`src/rtl/save_state_manager_if.sv`:
```
// Save-state word bus between the manager (initiator) and the controller.
// The manager issues one request per 64-bit word and waits for its ack.
interface save_state_manager_if;
    logic        ss_req;
    logic        ss_rnw;
    logic [25:0] ss_addr;
    logic [7:0]  ss_be;
    logic [63:0] ss_din;
    logic [63:0] ss_dout;
    logic        ss_ack;

    modport master (
        output ss_req, ss_rnw, ss_addr, ss_be, ss_din,
        input  ss_dout, ss_ack
    );

    modport slave (
        input  ss_req, ss_rnw, ss_addr, ss_be, ss_din,
        output ss_dout, ss_ack
    );
endinterface

```
`src/rtl/save_state_manager.sv`:
```
// Freezes the core and streams a header plus NUM_WORDS state words
// out to (save) or in from (load) the save-state controller.
module save_state_manager #(
    parameter int          NUM_WORDS = 64,
    parameter logic [15:0] VERSION   = 16'h0001,
    parameter int          TIMEOUT   = 2**20,
    parameter int          AW        = (NUM_WORDS > 1) ? $clog2(NUM_WORDS) : 1
) (
    input  logic                  clk_ppu_21_47,
    input  logic                  reset_n,
    input  logic                  ss_save,
    input  logic                  ss_load,
    save_state_manager_if.master  ss,
    output logic                  ss_busy,
    output logic                  core_pause_req,
    input  logic                  core_paused,
    output logic [AW-1:0]         core_addr,
    input  logic [63:0]           core_rdata,
    output logic                  core_wr,
    output logic [63:0]           core_wdata,
    output logic                  ss_done,
    output logic                  ss_err,
    output logic [1:0]            ss_err_code
);

    localparam int          TW     = $clog2(TIMEOUT + 1);
    localparam logic [15:0] LAST   = 16'(NUM_WORDS);
    localparam logic [63:0] HEADER = {32'h4E455353, VERSION, LAST};

    typedef enum logic [3:0] {
        IDLE, PAUSE, S_FETCH, S_LATCH, S_WAIT_ACK,
        L_REQ, L_WAIT_ACK, L_WRITE, FINISH
    } state_t;

    state_t        state_q, state_d;
    logic [15:0]   idx_q, idx_d;
    logic [TW-1:0] tmo_q, tmo_d;
    logic          req_q, req_d;
    logic          rnw_q, rnw_d;
    logic [25:0]   addr_q, addr_d;
    logic [63:0]   din_q, din_d;
    logic          busy_q, busy_d;
    logic          pause_q, pause_d;
    logic [AW-1:0] caddr_q, caddr_d;
    logic          wr_q, wr_d;
    logic [63:0]   wdata_q, wdata_d;
    logic          done_q, done_d;
    logic          err_q, err_d;
    logic [1:0]    code_q, code_d;

    logic          finish;
    logic          abort;
    logic [1:0]    abort_code;
    logic          counting;
    logic          tmo_hit;

    assign counting = (state_q == PAUSE) || (state_q == S_WAIT_ACK) ||
                      (state_q == L_WAIT_ACK);
    assign tmo_hit  = (tmo_q == TW'(TIMEOUT - 1));

    always_comb begin
        state_d    = state_q;
        idx_d      = idx_q;
        req_d      = 1'b0;
        rnw_d      = rnw_q;
        addr_d     = addr_q;
        din_d      = din_q;
        busy_d     = busy_q;
        pause_d    = pause_q;
        caddr_d    = caddr_q;
        wr_d       = 1'b0;
        wdata_d    = wdata_q;
        done_d     = 1'b0;
        err_d      = 1'b0;
        code_d     = code_q;
        finish     = 1'b0;
        abort      = 1'b0;
        abort_code = 2'd0;
        unique case (state_q)
            IDLE: begin
                if (ss_save || ss_load) begin
                    busy_d  = 1'b1;
                    pause_d = 1'b1;
                    rnw_d   = !ss_save;
                    idx_d   = 16'd0;
                    code_d  = 2'd0;
                    state_d = PAUSE;
                end
            end
            PAUSE: begin
                if (core_paused) begin
                    state_d = rnw_q ? L_REQ : S_FETCH;
                end else if (tmo_hit) begin
                    abort      = 1'b1;
                    abort_code = 2'd2;
                end
            end
            S_FETCH: begin
                if (idx_q != 16'd0) caddr_d = AW'(idx_q - 16'd1);
                state_d = S_LATCH;
            end
            S_LATCH: begin
                din_d   = (idx_q == 16'd0) ? HEADER : core_rdata;
                addr_d  = {7'd0, idx_q, 3'd0};
                req_d   = 1'b1;
                state_d = S_WAIT_ACK;
            end
            S_WAIT_ACK: begin
                if (ss.ss_ack) begin
                    if (idx_q == LAST) begin
                        finish = 1'b1;
                    end else begin
                        idx_d   = idx_q + 16'd1;
                        state_d = S_FETCH;
                    end
                end else if (tmo_hit) begin
                    abort      = 1'b1;
                    abort_code = 2'd2;
                end
            end
            L_REQ: begin
                addr_d  = {7'd0, idx_q, 3'd0};
                req_d   = 1'b1;
                state_d = L_WAIT_ACK;
            end
            L_WAIT_ACK: begin
                if (ss.ss_ack) begin
                    if (idx_q == 16'd0) begin
                        if (ss.ss_dout != HEADER) begin
                            abort      = 1'b1;
                            abort_code = 2'd1;
                        end else begin
                            idx_d   = 16'd1;
                            state_d = L_REQ;
                        end
                    end else begin
                        wdata_d = ss.ss_dout;
                        // controller watches busy fall one cycle after last ack
                        if (idx_q == LAST) busy_d = 1'b0;
                        state_d = L_WRITE;
                    end
                end else if (tmo_hit) begin
                    abort      = 1'b1;
                    abort_code = 2'd2;
                end
            end
            L_WRITE: begin
                wr_d    = 1'b1;
                caddr_d = AW'(idx_q - 16'd1);
                if (idx_q == LAST) begin
                    finish = 1'b1;
                end else begin
                    idx_d   = idx_q + 16'd1;
                    state_d = L_REQ;
                end
            end
            FINISH: state_d = IDLE;
            default: state_d = IDLE;
        endcase
        if (finish || abort) begin
            busy_d  = 1'b0;
            pause_d = 1'b0;
            done_d  = finish;
            err_d   = abort;
            state_d = FINISH;
        end
        if (abort) code_d = abort_code;
        tmo_d = (counting && state_d == state_q) ? tmo_q + 1'b1 : '0;
    end

    always_ff @(posedge clk_ppu_21_47) begin
        if (!reset_n) begin
            state_q <= IDLE;
            idx_q   <= '0;
            tmo_q   <= '0;
            req_q   <= 1'b0;
            rnw_q   <= 1'b0;
            addr_q  <= '0;
            din_q   <= '0;
            busy_q  <= 1'b0;
            pause_q <= 1'b0;
            caddr_q <= '0;
            wr_q    <= 1'b0;
            wdata_q <= '0;
            done_q  <= 1'b0;
            err_q   <= 1'b0;
            code_q  <= '0;
        end else begin
            state_q <= state_d;
            idx_q   <= idx_d;
            tmo_q   <= tmo_d;
            req_q   <= req_d;
            rnw_q   <= rnw_d;
            addr_q  <= addr_d;
            din_q   <= din_d;
            busy_q  <= busy_d;
            pause_q <= pause_d;
            caddr_q <= caddr_d;
            wr_q    <= wr_d;
            wdata_q <= wdata_d;
            done_q  <= done_d;
            err_q   <= err_d;
            code_q  <= code_d;
        end
    end

    assign ss.ss_req      = req_q;
    assign ss.ss_rnw      = rnw_q;
    assign ss.ss_addr     = addr_q;
    assign ss.ss_be       = 8'hFF;
    assign ss.ss_din      = din_q;
    assign ss_busy        = busy_q;
    assign core_pause_req = pause_q;
    assign core_addr      = caddr_q;
    assign core_wr        = wr_q;
    assign core_wdata     = wdata_q;
    assign ss_done        = done_q;
    assign ss_err         = err_q;
    assign ss_err_code    = code_q;

endmodule

```
`src/flat_wrapper.sv`:
```
// flat-port wrapper written by rule: the top's interface ports become plain ports
module save_state_manager_flat 
#(
    parameter int          NUM_WORDS = 64,
    parameter logic [15:0] VERSION   = 16'h0001,
    parameter int          TIMEOUT   = 2**20,
    parameter int          AW        = (NUM_WORDS > 1) ? $clog2(NUM_WORDS) : 1
)
  (clk_ppu_21_47, reset_n, ss_save, ss_load, ss_busy, core_pause_req, core_paused, core_addr, core_rdata, core_wr, core_wdata, ss_done, ss_err, ss_err_code, ss_ss_req, ss_ss_rnw, ss_ss_addr, ss_ss_be, ss_ss_din, ss_ss_dout, ss_ss_ack);
  save_state_manager_if ss_i ();
  input  logic clk_ppu_21_47;
  input  logic reset_n;
  input  logic ss_save;
  input  logic ss_load;
  output logic ss_busy;
  output logic core_pause_req;
  input  logic core_paused;
  output logic [AW-1:0] core_addr;
  input  logic [63:0] core_rdata;
  output logic core_wr;
  output logic [63:0] core_wdata;
  output logic ss_done;
  output logic ss_err;
  output logic [1:0] ss_err_code;
  output wire logic [$bits(ss_i.ss_req)-1:0] ss_ss_req;
  output wire logic [$bits(ss_i.ss_rnw)-1:0] ss_ss_rnw;
  output wire logic [$bits(ss_i.ss_addr)-1:0] ss_ss_addr;
  output wire logic [$bits(ss_i.ss_be)-1:0] ss_ss_be;
  output wire logic [$bits(ss_i.ss_din)-1:0] ss_ss_din;
  input wire logic [$bits(ss_i.ss_dout)-1:0] ss_ss_dout;
  input wire logic [$bits(ss_i.ss_ack)-1:0] ss_ss_ack;
  assign ss_ss_req = ss_i.ss_req;
  assign ss_ss_rnw = ss_i.ss_rnw;
  assign ss_ss_addr = ss_i.ss_addr;
  assign ss_ss_be = ss_i.ss_be;
  assign ss_ss_din = ss_i.ss_din;
  assign ss_i.ss_dout = ss_ss_dout;
  assign ss_i.ss_ack = ss_ss_ack;
  save_state_manager #(.NUM_WORDS(NUM_WORDS), .VERSION(VERSION), .TIMEOUT(TIMEOUT), .AW(AW)) u_core (.clk_ppu_21_47(clk_ppu_21_47), .reset_n(reset_n), .ss_save(ss_save), .ss_load(ss_load), .ss(ss_i), .ss_busy(ss_busy), .core_pause_req(core_pause_req), .core_paused(core_paused), .core_addr(core_addr), .core_rdata(core_rdata), .core_wr(core_wr), .core_wdata(core_wdata), .ss_done(ss_done), .ss_err(ss_err), .ss_err_code(ss_err_code));
endmodule
```
`config.mk`:
```
export PLATFORM = sky130hd
export DESIGN_NAME = save_state_manager_flat
export DESIGN_NICKNAME = d
export VERILOG_FILES = /design/src/rtl/save_state_manager_if.sv /design/src/rtl/save_state_manager.sv /design/src/flat_wrapper.sv
export SDC_FILE = /design/constraint.sdc
export NUM_CORES = 1
export LEC_CHECK = 0
export CAP_MARGIN = 20
export CORE_AREA = 2 2 128 142
export DETAILED_ROUTE_END_ITERATION = 10
export DIE_AREA = 0 0 130 144
export HOLD_SLACK_MARGIN = 0.15
export PLACE_DENSITY = 0.85
export SLEW_MARGIN = 5
export SYNTH_ARGS = -nofsm -noshare
export SYNTH_HDL_FRONTEND = slang
export SYNTH_SLANG_ARGS = --single-unit
```
`constraint.sdc`:
```
create_clock -name clk_ppu_21_47 -period 3.05 [get_ports clk_ppu_21_47]
set_input_delay 0.61 -clock clk_ppu_21_47 [delete_from_list [all_inputs] [get_ports clk_ppu_21_47]]
set_output_delay 0.61 -clock clk_ppu_21_47 [all_outputs]
set_load 0.005 [all_outputs]
```
==> results of run 1 <==
## per-layer routing
| layer | global-route usage | vias to the layer above |
|---|---|---|
| met1 | 0.2815 | 3704 |
| met5 | 0 | - |
| met3 | 0.07214 | 62 |
| met4 | 0.1154 | 0 |
| met2 | 0.4048 | 321 |
| li1 | - | 3870 |
## power groups by stage
stage	sequential, mW	clock [mW]	combinational [mW]
after floorplan	2.73	0	0.316
after global placement	2.74	0	0.596
after detailed placement	2.74	0	0.600
after CTS	2.68	2.26	0.605
after global routing	2.69	2.37	0.656
final	2.68	2.22	0.606
## cell families (layout without fill, tap and decap cells)
logic type,count (synthesis),after routing,synth area share
other cells,2,18,0.0009209
buf+inv,96,347,0.05600
xor+xnor,30,30,0.03222
compound gates,204,204,0.1364
mux,14,14,0.01718
simple gates,451,451,0.2602
fa+ha+maj,4,4,0.006137
flops,200,200,0.4909
## per-stage QoR
stage | cells | utilization | setup WS [ns] | TNS (ns) | hold WS [ns]
after floorplan | 1017 | - | 0.9459 | 0 | 0.4175
after global placement | 1474 | 0.6407 | -0.1021 | -1.218 | 0.4251
after detailed placement | 1474 | 0.6407 | -0.1813 | -3.596 | 0.4355
after CTS | 1506 | 0.6739 | 0.2710 | 0 | 0.4526
after global routing | 1506 | 0.6739 | 0.1739 | 0 | 0.4677
final | 1506 | 0.6739 | 0.2641 | 0 | 0.4490
## sequential cells by signal, indices dropped and copies added (netlist names)
register	cells
u_core.ss_busy	1
u_core.ss_done	1
u_core.ss_err_code	2
u_core.core_addr	6
u_core.core_pause_req	1
u_core.ss.ss_addr	16
u_core.tmo_q	21
u_core.core_wdata	64
u_core.state_q	4
u_core.ss_err	1
u_core.idx_q	16
u_core.ss.ss_rnw	1
u_core.core_wr	1
u_core.ss.ss_din	64
u_core.ss.ss_req	1
## cell type report
type,count,area [µm²],area share
Clock buffer,18,439.2,0.03741
Clock inverter,14,138.9,0.01183
Inverter,10,40.04,0.003410
Multi-Input combinational cell,721,3775,0.3215
Sequential cell,200,4004,0.3410
Tap cell,238,297.8,0.02537
Timing Repair Buffer,305,3045,0.2594
## cells in the final DEF, fill, tap and decap left out, drive strengths merged, types with 8 or more instances in the layout
cell type and n:
a211oi 8, buf 13, mux2i 14, nor4 11
nor3 14, nor4b 9, o21ai 30, nand2 201
xnor2 17, a21oi 145, dfxtp 200, or3 9
clkbuf 18, conb 18, clkdlybuf4s50 292, nor2 91
inv 16, xor2 13, nand3 59, nand4 17
## worst reg2reg max path, cell delays in order, from the launching register on
cell,delay (ns)
dfxtp_1,0.37
inv_1,0.17
ha_1,0.21
nor4b_1,0.30
nand4_1,0.31
nor3_1,0.31
a2bb2oi_2,0.20
or3_1,0.40
a21oi_1,0.15
## final timing paths
check                            start              endpoint  slack, ns  cells after the start
hold reg to reg   u_core.ss.ss_din[23]  u_core.ss.ss_din[23]       0.45                      2
setup reg to reg       u_core.idx_q[0]       u_core.idx_q[6]       0.57                      8
hold / removal    u_core.ss.ss_din[23]  u_core.ss.ss_din[23]       0.45                      2
setup / recovery        ss_ss_dout[18]       u_core.idx_q[6]       0.26                      7
==> reports/metrics.csv, run 1 <==
metric;value;unit
syn_avg_cell_area;8.147;µm²
yosysSeqAreaShare;0.4909;
coreArea;0.01742;mm²
top_layer_used;met4;
slowest_delay;0.53;ns
antenna_found_initial;0;
cts_buffers;17;
yosys.cell_count.top_type;nand2_1;
synth_area;0.008155;mm²
num_rows;51;
antenna_cells;0;
synth_commonest_cells;nand2_1 (201), dfxtp_1 (200), a21oi_1 (145);
power.leakage;4.031;nW
post-route-period-util;0.9134;
grt_pass1_vias;7198;
first_iter_violations;403;
synth_top_area_cell;dfxtp_1;
fin_crit;2.786;ns
num_io_pins;311;
vias;7957;
cts_sinks;200;
combPwrFrac;0.110;
grt_overflow;0;
max_slew_margin;0.3587;
post_drt_wl_per_cell;15.73;µm
start_util;0.4681;
crit_path_start_kind;input pin;
grt_max_degree;98;
p_per_area;469.4;mW/mm²
port_buffers;292;
die_h;144;µm
h-tree-depth;4;
area_delta_synth_final;43.96;%
synth.top_cells.by_area;dfxtp_1 (49%), nand2_1 (9.3%), a21oi_1 (8.9%);
synth_edf_count;0;
dr.pass1.iters;5;
hpwl;16710;µm
grt_usage;0.2413;
crit_family;simple AND/OR/NAND/NOR gates;
synthArstFlopShare;0;
placed_cell_area;0.01116;mm²
cts-root-buf;clkbuf_16;
synth_flop_cell;dfxtp_1;
hold_viol_final;0;
internal-power;4.115;mW
fmax;0.3589;GHz
die_w;130;µm
ir_drop;0.4027;mV
worst_pin_slew;0.9596;ns
drt-met1-wl;9435;µm
holdCritPathClass;register to register;
power_frac_seq;0.487;
syn_inst;1001;
cts_tree;built;
drv_cap;0;
fillers;1403;
finish.instance_area;0.01174;mm²
crit_slowest_cell;nor4_4;
cp_cell_sequence;clkdlybuf4s50_1 -> nor4bb_1 -> nand4_1 -> nor4_4 -> a2bb2oi_2 -> or3_1 -> a21oi_1;
ant_nets;0;
fin_nets;1393;
yosysWarnings;0;
critPathKind;input pin to register;
rsz0062_at_grt;no;
ys_ff_latch;200;
synth_top_area_share;0.4909;
path_buf_inv;1;
wl_met2;11420;µm
setup_viol;0;
finClkSkew;0.01175;ns
yosysUniqueCellTypes;55;
grt_pass1_wl;35800;µm
cts_resized;0;
postCtsHoldBufs;0;
viasPerCell;5.284;
clk_pin_slew;0.07;ns
cp.arrival;3.15;ns
insertion_delay;0.43;ns
clockBufferDepth;2;
critPathMaxFanout;16;
route.detailed.drc;0;
cts_setup_buffers;0;
wl;23690;µm
switching_share;0.2533;
worst_setup_path_end_kind;register;
die_area;0.01872;mm²
place_congestion;0.9138;
dr_wl_met3;1902;µm
switchingPower;1.396;mW
finalPower;5.510;mW
drv_slew;0;
status;complete, no violations;
p_clk_frac;0.403;
critPathRequiredTime;3.41;ns
final_layout_size_suffix_gt1_frac;0.04968;
Power figures use the tool's default switching activity.
==> run 2: changes to the inputs <==
--- a/config.mk
+++ b/config.mk
@@ -6,11 +6,11 @@
 export NUM_CORES = 1
 export LEC_CHECK = 0
 export CAP_MARGIN = 20
-export CORE_AREA = 2 2 128 142
+export CORE_AREA = 2 2 147 163
 export DETAILED_ROUTE_END_ITERATION = 10
-export DIE_AREA = 0 0 130 144
+export DIE_AREA = 0 0 149 165
 export HOLD_SLACK_MARGIN = 0.15
-export PLACE_DENSITY = 0.85
+export PLACE_DENSITY = 0.67
 export SLEW_MARGIN = 5
 export SYNTH_ARGS = -nofsm -noshare
 export SYNTH_HDL_FRONTEND = slang
==> reports/metrics.csv, run 2 (synthesis gave the netlist of run 1 again) <==
metric;value;unit
fin_nets;1397;
wl;24310;µm
hold_viol_final;0;
placed_cell_area;0.01129;mm²
finalSetupTns;0;ns
ant_nets;0;
hpwl;17250;µm
clockBufferDepth;2;
num_rows;58;
wl_met2;11680;µm
fmax;0.3851;GHz
finalNonFillerCells;1572;
power.leakage;4.076;nW
final_layout_size_suffix_gt1_frac;0.05189;
critPathKind;input pin to register;
postCtsHoldBufs;0;
post_drt_wl_per_cell;15.46;µm
endpoint;u_core.idx_q[12];
max_slew_margin;0.3573;
dr.pass1.iters;5;
vias;7725;
die_area;0.02459;mm²
antenna_cells;0;
dr_wl_met3;2208;µm
critPathLaunch;ss_ss_dout[53];
cts_buffers;17;
finish.instance_area;0.01190;mm²
cts_resized;0;
place_congestion;0.8297;
grt_usage;0.1921;
cts-root-buf;clkbuf_16;
holdCritPathClass;register to register;
regToRegEndpoint;u_core.ss.ss_din[11];
top_layer_used;met4;
cp.arrival;2.95;ns
grt_max_degree;98;
cts_tree;built;
placedCellCount;1540;
rr_startpoint;u_core.idx_q[0];
route.detailed.drc;0;
start_util;0.3579;
antenna_found_initial;0;
finClkSkew;0.01330;ns
rrSetupSlack;0.66;ns
critPathMaxFanout;13;
grt_pass1_wl;37880;µm
port_buffers;292;
grt_overflow;0;
post-route-util;0.5222;
setup_viol;0;
viasPerCell;4.914;
status;complete, no violations;
num_io_pins;311;
cts_setup_buffers;0;
fin_crit;2.597;ns
rr_worst_depth;8;
post-route-period-util;0.8513;
drv_cap;0;
clk_pin_slew;0.07;ns
worst_pin_slew;0.9617;ns
p_per_area;469.9;mW/mm²
insertion_delay;0.44;ns
grt_pass1_vias;7167;
drt-met1-wl;9962;µm
cts_sinks;200;
die_h;165;µm
layout_commonest_cell;clkdlybuf4s50_1;
drv_slew;0;
crit_path_start_kind;input pin;
die_w;149;µm
worst_setup_path_end_kind;register;
coreArea;0.02279;mm²
first_iter_violations;495;
area_delta_synth_final;45.90;%
fillers;2225;
h-tree-depth;4;
critPathRequiredTime;3.41;ns
rsz0062_at_grt;no;
final_cell_mix;clkdlybuf4s50_1 (292), nand2_1 (201), dfxtp_1 (200), a21oi_1 (145), nor2_1 (90);
ir_drop;0.3864;mV
==> run 2: power by group <==
| part | total [mW] | switching, mW | internal, mW |
|---|---|---|---|
| Combinational | 0.624 | 0.310 | 0.315 |
| Sequential | 2.68 | 0.0386 | 2.64 |
| Clock | 2.29 | 1.11 | 1.18 |
==> run 2: worst min-delay path by stage <==
stage | from | endpoint | slack (ns) | cells after the start
detailed placement | u_core.ss.ss_din[49] | u_core.ss.ss_din[49] | 0.44 | 2
global placement | u_core.tmo_q[0] | u_core.tmo_q[0] | 0.43 | 1
floorplan | u_core.tmo_q[0] | u_core.tmo_q[0] | 0.42 | 1
global route | u_core.ss.ss_din[8] | u_core.ss.ss_din[8] | 0.47 | 2
finish | u_core.ss.ss_din[22] | u_core.ss.ss_din[22] | 0.45 | 2
CTS | u_core.ss.ss_din[49] | u_core.ss.ss_din[49] | 0.45 | 2
==> run 2: layout make-up <==
cell class              instances  area (µm²)  area share
clock buffers                  18       429.2     0.03607
well taps                     300       375.4     0.03155
repair buffers                309        3100      0.2606
inverters                      10       40.04    0.003365
flip-flops and latches        200        4004      0.3365
multi-input cells             721        3775      0.3172
clock inverters                14       175.2     0.01472
==> run 2: per-layer routing <==
metal | up-vias | GRT usage
met2 | 281 | 0.3217
met5 | - | 0
met3 | 31 | 0.06878
met4 | 0 | 0.05714
met1 | 3526 | 0.2316
li1 | 3887 | -
==> run 2: critical path: stages <==
cell and delay (ns):
clkdlybuf4s50_1 0.43, nor4b_1 0.56, nand4_1 0.22, nor4_4 0.26
buf_4 0.20, a2bb2oi_2 0.14, or3_1 0.38, a21oi_1 0.14
==> run 2: per-stage QoR <==
stage               setup WS, ns  power (mW)  hold slack (ns)
global route              0.2846       5.831           0.4663
global placement        -0.02840       3.364           0.4256
finish                    0.4534       5.591           0.4501
detailed placement      -0.03551       3.365           0.4422
CTS                       0.4163       5.669           0.4531
floorplan                 0.9459       3.041           0.4175
